===== src/rtl/config_chain_driver_pkg.sv =====
// Shared types for the serial configuration chain driver.
package config_chain_driver_pkg;

    typedef enum logic [1:0] {
        ST_IDLE  = 2'd0,
        ST_SHIFT = 2'd1,
        ST_LOAD  = 2'd2
    } state_e;

endpackage


===== src/rtl/config_chain_driver_sclk.sv =====
// cfg_sclk_gen: divided shift-clock generator with rise/fall strobes.
// While run_i is low the clock is parked low and the phase counter is cleared.
module cfg_sclk_gen #(
    parameter int DIV = 1
) (
    input  logic Clk,
    input  logic rst_n,
    input  logic run_i,
    output logic sclk_o,
    output logic rise_o,
    output logic fall_o
);

    localparam int PW = $clog2(DIV) + 1;
    localparam logic [PW-1:0] PH_LAST = PW'(DIV - 1);

    logic [PW-1:0] ph_q, ph_d;
    logic          sclk_q, sclk_d;
    logic          wrap_s;

    // Phase counting; the strobes fire on the cycle whose edge toggles sclk.
    always_comb begin
        wrap_s = run_i && (ph_q == PH_LAST);
        rise_o = wrap_s && !sclk_q;
        fall_o = wrap_s && sclk_q;
        if (!run_i) begin
            ph_d   = '0;
            sclk_d = 1'b0;
        end else if (wrap_s) begin
            ph_d   = '0;
            sclk_d = !sclk_q;
        end else begin
            ph_d   = ph_q + PW'(1);
            sclk_d = sclk_q;
        end
    end

    // Phase and clock registers.
    always_ff @(posedge Clk or negedge rst_n) begin
        if (!rst_n) begin
            ph_q   <= '0;
            sclk_q <= 1'b0;
        end else begin
            ph_q   <= ph_d;
            sclk_q <= sclk_d;
        end
    end

    assign sclk_o = sclk_q;

endmodule


===== src/rtl/config_chain_driver.sv =====
// Shifts a parallel image MSB-first into the configuration chain, strobes Load,
// and compares the captured old chain contents with the previously written image.
module config_chain_driver
    import config_chain_driver_pkg::*;
#(
    parameter int CHAIN_LEN = 16,
    parameter int DIV       = 1
) (
    input  logic                 Clk,
    input  logic                 rst_n,
    input  logic                 start,
    input  logic [CHAIN_LEN-1:0] cfg_data,
    output logic                 busy,
    output logic                 done,
    output logic [CHAIN_LEN-1:0] rb_data,
    output logic                 rb_valid,
    output logic                 cfg_err,
    output logic                 sr_clk,
    output logic                 sr_sdo,
    output logic                 sr_load,
    input  logic                 sr_sdi
);

    localparam int CW = $clog2(CHAIN_LEN + 1);
    localparam logic [CW-1:0] CNT_LAST = CW'(CHAIN_LEN - 1);

    state_e               state_q, state_d;
    logic [CW-1:0]        cnt_q, cnt_d;
    logic [CHAIN_LEN-1:0] tx_q, tx_d, img_q, img_d, rbs_q, rbs_d;
    logic [CHAIN_LEN-1:0] rbd_q, rbd_d, last_q, last_d;
    logic                 busy_q, busy_d, done_q, done_d, rbv_q, rbv_d;
    logic                 err_q, err_d, sdo_q, sdo_d, load_q, load_d;
    logic                 first_q, first_d;
    logic                 run_s, rise_s, fall_s;

    assign run_s = (state_q != ST_IDLE);

    cfg_sclk_gen #(.DIV(DIV)) u_sclk (
        .Clk    (Clk),
        .rst_n  (rst_n),
        .run_i  (run_s),
        .sclk_o (sr_clk),
        .rise_o (rise_s),
        .fall_o (fall_s)
    );

    // State register.
    always_ff @(posedge Clk or negedge rst_n) begin
        if (!rst_n) begin
            state_q <= ST_IDLE;
        end else begin
            state_q <= state_d;
        end
    end

    // Next-state logic; periods end on the falling strobe.
    always_comb begin
        state_d = state_q;
        case (state_q)
            ST_IDLE: begin
                if (start) state_d = ST_SHIFT;
                else       state_d = ST_IDLE;
            end
            ST_SHIFT: begin
                if (fall_s && (cnt_q == CNT_LAST)) state_d = ST_LOAD;
                else                               state_d = ST_SHIFT;
            end
            ST_LOAD: begin
                if (fall_s) state_d = ST_IDLE;
                else        state_d = ST_LOAD;
            end
            default: state_d = ST_IDLE;
        endcase
    end

    // Datapath and registered-output next values.
    always_comb begin
        cnt_d   = cnt_q;
        tx_d    = tx_q;
        img_d   = img_q;
        rbs_d   = rbs_q;
        rbd_d   = rbd_q;
        last_d  = last_q;
        busy_d  = busy_q;
        done_d  = 1'b0;
        rbv_d   = rbv_q;
        err_d   = err_q;
        sdo_d   = sdo_q;
        load_d  = load_q;
        first_d = first_q;
        case (state_q)
            ST_IDLE: begin
                if (start) begin
                    tx_d   = cfg_data;
                    img_d  = cfg_data;
                    cnt_d  = '0;
                    rbs_d  = '0;
                    sdo_d  = cfg_data[CHAIN_LEN-1];
                    busy_d = 1'b1;
                end else begin
                    busy_d = 1'b0;
                end
            end
            ST_SHIFT: begin
                // Sample before the chain's own edge so the old bit is captured.
                if (rise_s) begin
                    rbs_d = {rbs_q[CHAIN_LEN-2:0], sr_sdi};
                end else begin
                    rbs_d = rbs_q;
                end
                if (fall_s) begin
                    tx_d  = tx_q << 1;
                    cnt_d = cnt_q + CW'(1);
                    if (cnt_q == CNT_LAST) begin
                        sdo_d  = 1'b0;
                        load_d = 1'b1;
                    end else begin
                        sdo_d  = tx_q[CHAIN_LEN-2];
                        load_d = 1'b0;
                    end
                end else begin
                    tx_d = tx_q;
                end
            end
            ST_LOAD: begin
                if (fall_s) begin
                    load_d  = 1'b0;
                    busy_d  = 1'b0;
                    done_d  = 1'b1;
                    rbd_d   = rbs_q;
                    rbv_d   = 1'b1;
                    // Chain should hold the last image shifted once by its Load edge.
                    err_d   = first_q && (rbs_q != {last_q[CHAIN_LEN-2:0], 1'b0});
                    last_d  = img_q;
                    first_d = 1'b1;
                end else begin
                    load_d = 1'b1;
                end
            end
            default: begin
                busy_d = 1'b0;
                load_d = 1'b0;
            end
        endcase
    end

    // Datapath and output registers.
    always_ff @(posedge Clk or negedge rst_n) begin
        if (!rst_n) begin
            cnt_q   <= '0;
            tx_q    <= '0;
            img_q   <= '0;
            rbs_q   <= '0;
            rbd_q   <= '0;
            last_q  <= '0;
            busy_q  <= 1'b0;
            done_q  <= 1'b0;
            rbv_q   <= 1'b0;
            err_q   <= 1'b0;
            sdo_q   <= 1'b0;
            load_q  <= 1'b0;
            first_q <= 1'b0;
        end else begin
            cnt_q   <= cnt_d;
            tx_q    <= tx_d;
            img_q   <= img_d;
            rbs_q   <= rbs_d;
            rbd_q   <= rbd_d;
            last_q  <= last_d;
            busy_q  <= busy_d;
            done_q  <= done_d;
            rbv_q   <= rbv_d;
            err_q   <= err_d;
            sdo_q   <= sdo_d;
            load_q  <= load_d;
            first_q <= first_d;
        end
    end

    assign busy     = busy_q;
    assign done     = done_q;
    assign rb_data  = rbd_q;
    assign rb_valid = rbv_q;
    assign cfg_err  = err_q;
    assign sr_sdo   = sdo_q;
    assign sr_load  = load_q;

endmodule


===== config.mk =====
export PLATFORM = sky130hd
export DESIGN_NAME = config_chain_driver
export DESIGN_NICKNAME = d
export VERILOG_FILES = /design/src/rtl/config_chain_driver_pkg.sv /design/src/rtl/config_chain_driver_sclk.sv /design/src/rtl/config_chain_driver.sv
export SDC_FILE = /design/constraint.sdc
export NUM_CORES = 1
export LEC_CHECK = 0
export ABC_AREA = 0
export CAP_MARGIN = 20
export CELL_PAD_IN_SITES_DETAIL_PLACEMENT = 0
export CELL_PAD_IN_SITES_GLOBAL_PLACEMENT = 1
export CORE_ASPECT_RATIO = 0.75
export CORE_MARGIN = 2
export CORE_UTILIZATION = 45
export DETAILED_ROUTE_END_ITERATION = 7
export PLACE_DENSITY = 0.83
export SYNTH_ARGS = -nofsm -noshare
export SYNTH_HDL_FRONTEND = slang
export SYNTH_HIERARCHICAL = 1
export SYNTH_SLANG_ARGS = --single-unit

===== constraint.sdc =====
create_clock -name Clk -period 2.65 [get_ports Clk]
set_input_delay 0.3975 -clock Clk [delete_from_list [all_inputs] [get_ports Clk]]
set_output_delay 0.3975 -clock Clk [all_outputs]
set_load 0.05 [all_outputs]

# Yosys cells after proc, flatten, opt, wreduce, memory -nomap -nowiden
# Cells that the tools add are included.
[op_classes] bitwise=3 muxes=30 n_addsub=2 n_eq_ne=9 reduce_logical=15
[op_table] operator="$mux W16" count=2
[op_table] operator="$pmux W16 S2" count=1
[op_table] operator="$mux W15" count=2
[op_table] operator="$pmux W15 S2" count=1
[op_table] operator="$ne A16 B16 Y1" count=1
[op_table] operator="$mux W1" count=15
[op_table] operator="$mux W5" count=2
[op_table] operator="$ne A2 B2 Y1 const B" count=5
[op_table] operator="$pmux W5 S2" count=1
[op_table] operator="$reduce_and A2 Y1" count=4
[op_table] operator="$pmux W1 S3" count=2
[op_table] operator="$pmux W2 S3" count=1
[op_table] operator="$reduce_and A3 Y1" count=2
[op_table] operator="$add A5 B1 Y5 const B" count=1
[op_table] operator="$eq A5 B4 Y1 const B" count=1
[op_table] operator="$logic_and A1 B1 Y1" count=5
[op_table] operator="$mux W2" count=2
[op_table] operator="$reduce_bool A2 Y1" count=2
[op_table] operator="$not A1 Y1" count=3
[op_table] operator="$eq A2 B1 Y1 const B" count=1
[op_table] operator="$eq A2 B2 Y1 const B" count=1
[op_table] operator="$logic_not A2 Y1" count=1
[op_table] operator="$pmux W1 S2" count=1
[op_table] operator="$add A1 B1 Y1 const B" count=1
[op_table] operator="$logic_not A1 Y1" count=1
[word_totals] wordCells=74 inputBits=20 regBits=92

# Longest topological paths before layout
[depth] ltp_word=6 ltp_mapped=10 mapped_depth_nobuf=8

# By module
# Netlist, hierarchy kept.
[modules_own_cells] mod="config_chain_driver" cells_each=317 seq_area_each_um2=2252.2 area_each_um2=3807.4 n_inst=1
[modules_own_cells] mod="cfg_sclk_gen" cells_each=7 seq_area_each_um2=50.0 area_each_um2=86.3 n_inst=1

# Worst setup path before layout
# No wires, ideal clock.
[synth_timing] kind="reg2reg" from="reg u_sclk.sclk_q (netlist: u_sclk/sclk_o)" to="reg last_q[10]" synth_period_minus_slack_ns=2.015 path_slack_ns=0.635 setup_ns=0.125 arrival_ns=1.890 path_stages_with_launch=6 cell_sequence="dfrtp_1 > and3b_2 > nand2_1 > inv_2 > buf_2 > mux2_2"
[synth_between] elab_chain_len=2
[synth_lines] element="from (decl)" line="config_chain_driver_sclk.sv:18" rtl="logic sclk_q, sclk_d;"
[synth_lines] element="from (signal assigned)" line="config_chain_driver_sclk.sv:45" rtl="sclk_q <= sclk_d;"
[synth_lines] element="$logic_and A1 B1 Y1" line="config_chain_driver_sclk.sv:25" rtl="fall_o = wrap_s && sclk_q;"
[synth_lines] element="net fall_s" line="config_chain_driver.sv:34" rtl="logic run_s, rise_s, fall_s;"
[synth_lines] element="$reduce_and A2 Y1 (no source line)"
[synth_lines] element="to (signal assigned)" line="config_chain_driver.sv:169" rtl="last_q <= last_d;"
[synth_lines] element="to (decl)" line="config_chain_driver.sv:30" rtl="logic [CHAIN_LEN-1:0] rbd_q, rbd_d, last_q, last_d;"
# The timed path passes the listed nets, and every way through them passes these cells.
# A chain may end at the register's enable or synchronous reset.

# Worst setup path in the final report
[layout_timing] from="reg state_q[1]" to="reg tx_q[5]"
[layout_between] elab_chain_len=5 elab_cells_between_ends=10 classes_between="3 x eq/ne; 1 x mux; 6 x reduce/logical"
[layout_lines] element="from (decl)" line="config_chain_driver.sv:27" rtl="state_e state_q, state_d;"
[layout_lines] element="from (signal assigned)" line="config_chain_driver.sv:52" rtl="state_q <= state_d;"
[layout_lines] element="$reduce_bool A2 Y1" line="config_chain_driver.sv:36" rtl="assign run_s = (state_q != ST_IDLE);"
[layout_lines] element="$logic_and A1 B1 Y1" line="config_chain_driver_sclk.sv:23" rtl="wrap_s = run_i && (ph_q == PH_LAST);"
[layout_lines] element="$logic_and A1 B1 Y1" line="config_chain_driver_sclk.sv:25"
[layout_lines] element="$ne A2 B2 Y1 (no source line)"
[layout_lines] element="$reduce_and A3 Y1 (no source line)"
[layout_lines] element="to (signal assigned)" line="config_chain_driver.sv:165" rtl="tx_q <= tx_d;"
[layout_lines] element="to (decl)" line="config_chain_driver.sv:29" rtl="logic [CHAIN_LEN-1:0] tx_q, tx_d, img_q, img_d, rbs_q, rbs_d;"
# Several ways; a longest one is shown, not always the timed one.

==> summary.txt <==
total power: 0.00450 W
Yosys cell types: 35
CP max-delay cell: dfrtp_1
Die Y: 84.6 um
share of cells above drive strength 1: 19.8%
maximum clock path buffer count: 2
RePlAce Congestion: 0.754
Crit Path Category: reg -> reg
clock buffer count from CTS: 9
root buffer cell: clkbuf_16
Area growth syn-to-layout: 22.8%
Final HPWL DP: 5.27 mm
overall routing resource usage: 17.3%
Routed WL: 7.51 mm
Synth Warn #: 6
post-cts sizing count: 0
via count: 2514
# IOs: 43
initial antenna violation count: 0
Cells after Synth: 324
Max-Cap Viols: 0
Worst Tran Pin Value: 0.749 ns
Initial Utilization: 46.3%
Synth Cell Area: 3890 um2
EDFF count, synth: 0
# hold bufs at CTS: 0
crit path DAT: 2.32 ns
worst path cell trace: inv_1 -> ha_1 -> buf_4 -> nor2b_1 -> buf_4 -> or2_1 -> buf_4 -> o21ai_0
Tmin final: 2.11 ns
R2R Path Start: state_q[1]$_DFF_PN0_
Syn Area/Cell: 12.0 um2
post-synthesis sequential area ratio: 59.1%
CP max FO: 31
max incr delay on CP: 0.40 ns
Worst Hold Class: in -> async
drt initial violations: 114
Reg2Reg Depth: 8
htree depth: 3
drt pass-1 iters: 4
flop-to-flop setup slack: 0.54 ns
vias in the first global route: 2570
CP dominant cell by count: buf_4
Fmax achieved: 474 MHz
CP required: 2.86 ns
largest net degree at the start of global routing: 51
crit share post-route: 79.6%
Sink Count: 92
drt via density: 5.17
CTS tree: done
FFs w/ async S/R, synth: 100%
final hold vios: 0
Power Density: 941 nW/um2
run status: finished clean
element type at the critical path end: register
Leak Pwr: 2.38 nW
num rows: 29
critical path launch point: state_q[1]$_DFF_PN0_
Congestion Overflow GR: 0
leading register cell type out of synthesis: dfrtp_1
CORE AREA: 8420 um2
Die Footprint: 9420 um2
Nets: 399
RSZ-0062 raised after global routing: no
IO Port Bufs: 42
die width: 111 um
# DRC: 0
final setup violation count: 0
clock skew: 0.00557 ns
Syn Nets: 350
DR WL/cell: 15.5 um
CTS clk-pin slew, worst paths: 0.06 ns
antenna diode count: 0
Peak VDD IR: 0.440 mV
Max-slew headroom: 50.0%
TNS Setup: 0 ns
worst skew pair latency: 0.34 ns
Yosys reg bits: 92
Post-CTS Setup Bufs: 0
first-pass GRT wire length: 12.8 mm
nature of the critical path startpoint: register
post-route ant nets: 0
Pins Over Slew Limit: 0
==> sequential cells by signal, summed over array words and instances, names as in the netlist <==
| signal | cells |
|---|---|
| busy | 1 |
| u_sclk/ph_q | 1 |
| sr_load | 1 |
| first_q | 1 |
| tx_q | 15 |
| last_q | 15 |
| u_sclk/sclk_o | 1 |
| img_q | 15 |
| cnt_q | 5 |
| rb_data | 16 |
| rbs_q | 16 |
| done | 1 |
| sr_sdo | 1 |
| state_q | 2 |
| cfg_err | 1 |
==> cell type report <==
class	instances	area [um2]
Clock buffer	10	239
Sequential cell	92	2300
Timing Repair Buffer	52	493
Tap cell	108	135
Multi-Input combinational cell	211	1500
Inverter	7	26.3
Clock inverter	6	87.6
Fill cell	766	3630
==> layout by cell type (no fill, tap or decap) <==
cell type        netlist  final
clkinv_4               0      2
o21ai_0               19     19
or2_1                  1      1
bufinv_16              0      2
clkinv_2               0      2
inv_1                  6      6
xor2_1                 3      3
buf_4                  0     11
a221o_1                1      1
conb_1                 1      1
o31ai_1                1      1
nor3b_1                2      2
nor3_1                 3      3
a22o_1                 1      1
clkdlybuf4s50_1        0     41
o41ai_1                1      1
nor2b_1                2      2
or4_1                  1      1
and2_1                 1      1
nor2_1                 5      5
nor4_1                 1      1
and3_1                 1      1
and3b_2                1      1
xnor2_1               15     15
nand4_1                3      3
a21o_1                 1      1
nand2_1               56     56
clkbuf_16              0      9
mux2_2                46     46
a21oi_1                3      3
nand3_1               18     18
clkbuf_8               0      1
mux2i_1               15     15
nand3b_1               1      1
ha_1                   6      6
dfrtp_1               92     92
nand2b_1               2      2
inv_2                  1      1
==> worst max-delay path: cells and delay by family, from the launching register on <==
kind	cells	cell delay, ns
flip-flops	1	0.40
adder cells (fa/ha/maj)	1	0.20
AO/OA/AOI/OAI	1	0.14
AND/OR/NAND/NOR	2	0.35
buffers and inverters	4	0.88
==> routing by layer <==
layer	part of all wire, %	up-vias	track usage (%)
met5	0	-	0
met4	1.4	0	6.29
met3	4.4	10	4.84
met2	46	49	27.0
met1	48	1256	23.6
li1	-	1199	-
==> synth_stat cells, types with 2 or more instances <==
cell	n	area, um2
nand3_1	18	90.1
nand4_1	3	18.8
nor3_1	3	15.0
nor3b_1	2	15.0
nor2b_1	2	12.5
clkbuf_1	3	11.3
mux2i_1	15	150
o21ai_0	19	95.1
xnor2_1	15	131
nor2_1	5	18.8
mux2_2	46	518
buf_2	9	45.0
ha_1	6	75.1
xor2_1	3	26.3
dfrtp_1	92	2300
a21oi_1	3	15.0
inv_1	6	22.5
nand2b_1	2	12.5
nand2_1	56	210
==> where the power goes <==
group          internal, W  switching (W)  leakage, nW
clock network     0.000852       0.000525        0.162
registers          0.00172       0.000259         1.23
logic             0.000502       0.000642        0.982
total              0.00307        0.00143         2.38
==> through the flow <==
step                      hold WS [ns]  setup slack, ns  std cells  util, %  instance area (um2)
final                           0.0779            0.541        486     56.8                 4780
after global routing             0.126            0.323        486     56.8                 4780
after CTS                        0.108            0.266        485     56.7                 4780
after detailed placement         0.462            0.312        469     52.9                 4450
after global placement           0.459            0.434        469     52.9                 4450
after floorplan                  0.102            0.635        324        -                 3890
==> final timing paths <==
kind                                          endpoint
worst min-delay path            rb_data[2]$_DFFE_PN0P_
worst max-delay path               tx_q[5]$_DFFE_PN0P_
min in group Clk                   tx_q[4]$_DFFE_PN0P_
max in group asynchronous        last_q[7]$_DFFE_PN0P_
worst min register to register     tx_q[4]$_DFFE_PN0P_
worst max register to register     tx_q[5]$_DFFE_PN0P_
==> cell families (layout without fill, tap and decap cells) <==
kind of cell / Yosys count / count (layout) / share of synthesized area [%]
buf+inv: 21 / 75 / 2.35
mux: 61 / 61 / 17.2
flops: 92 / 92 / 59.1
fa+ha+maj: 6 / 6 / 1.93
simple gates: 98 / 98 / 11.4
xor+xnor: 18 / 18 / 4.05
compound gates: 27 / 27 / 3.92
other cells: 1 / 1 / 0.0963
Power figures use the tool's default switching activity.
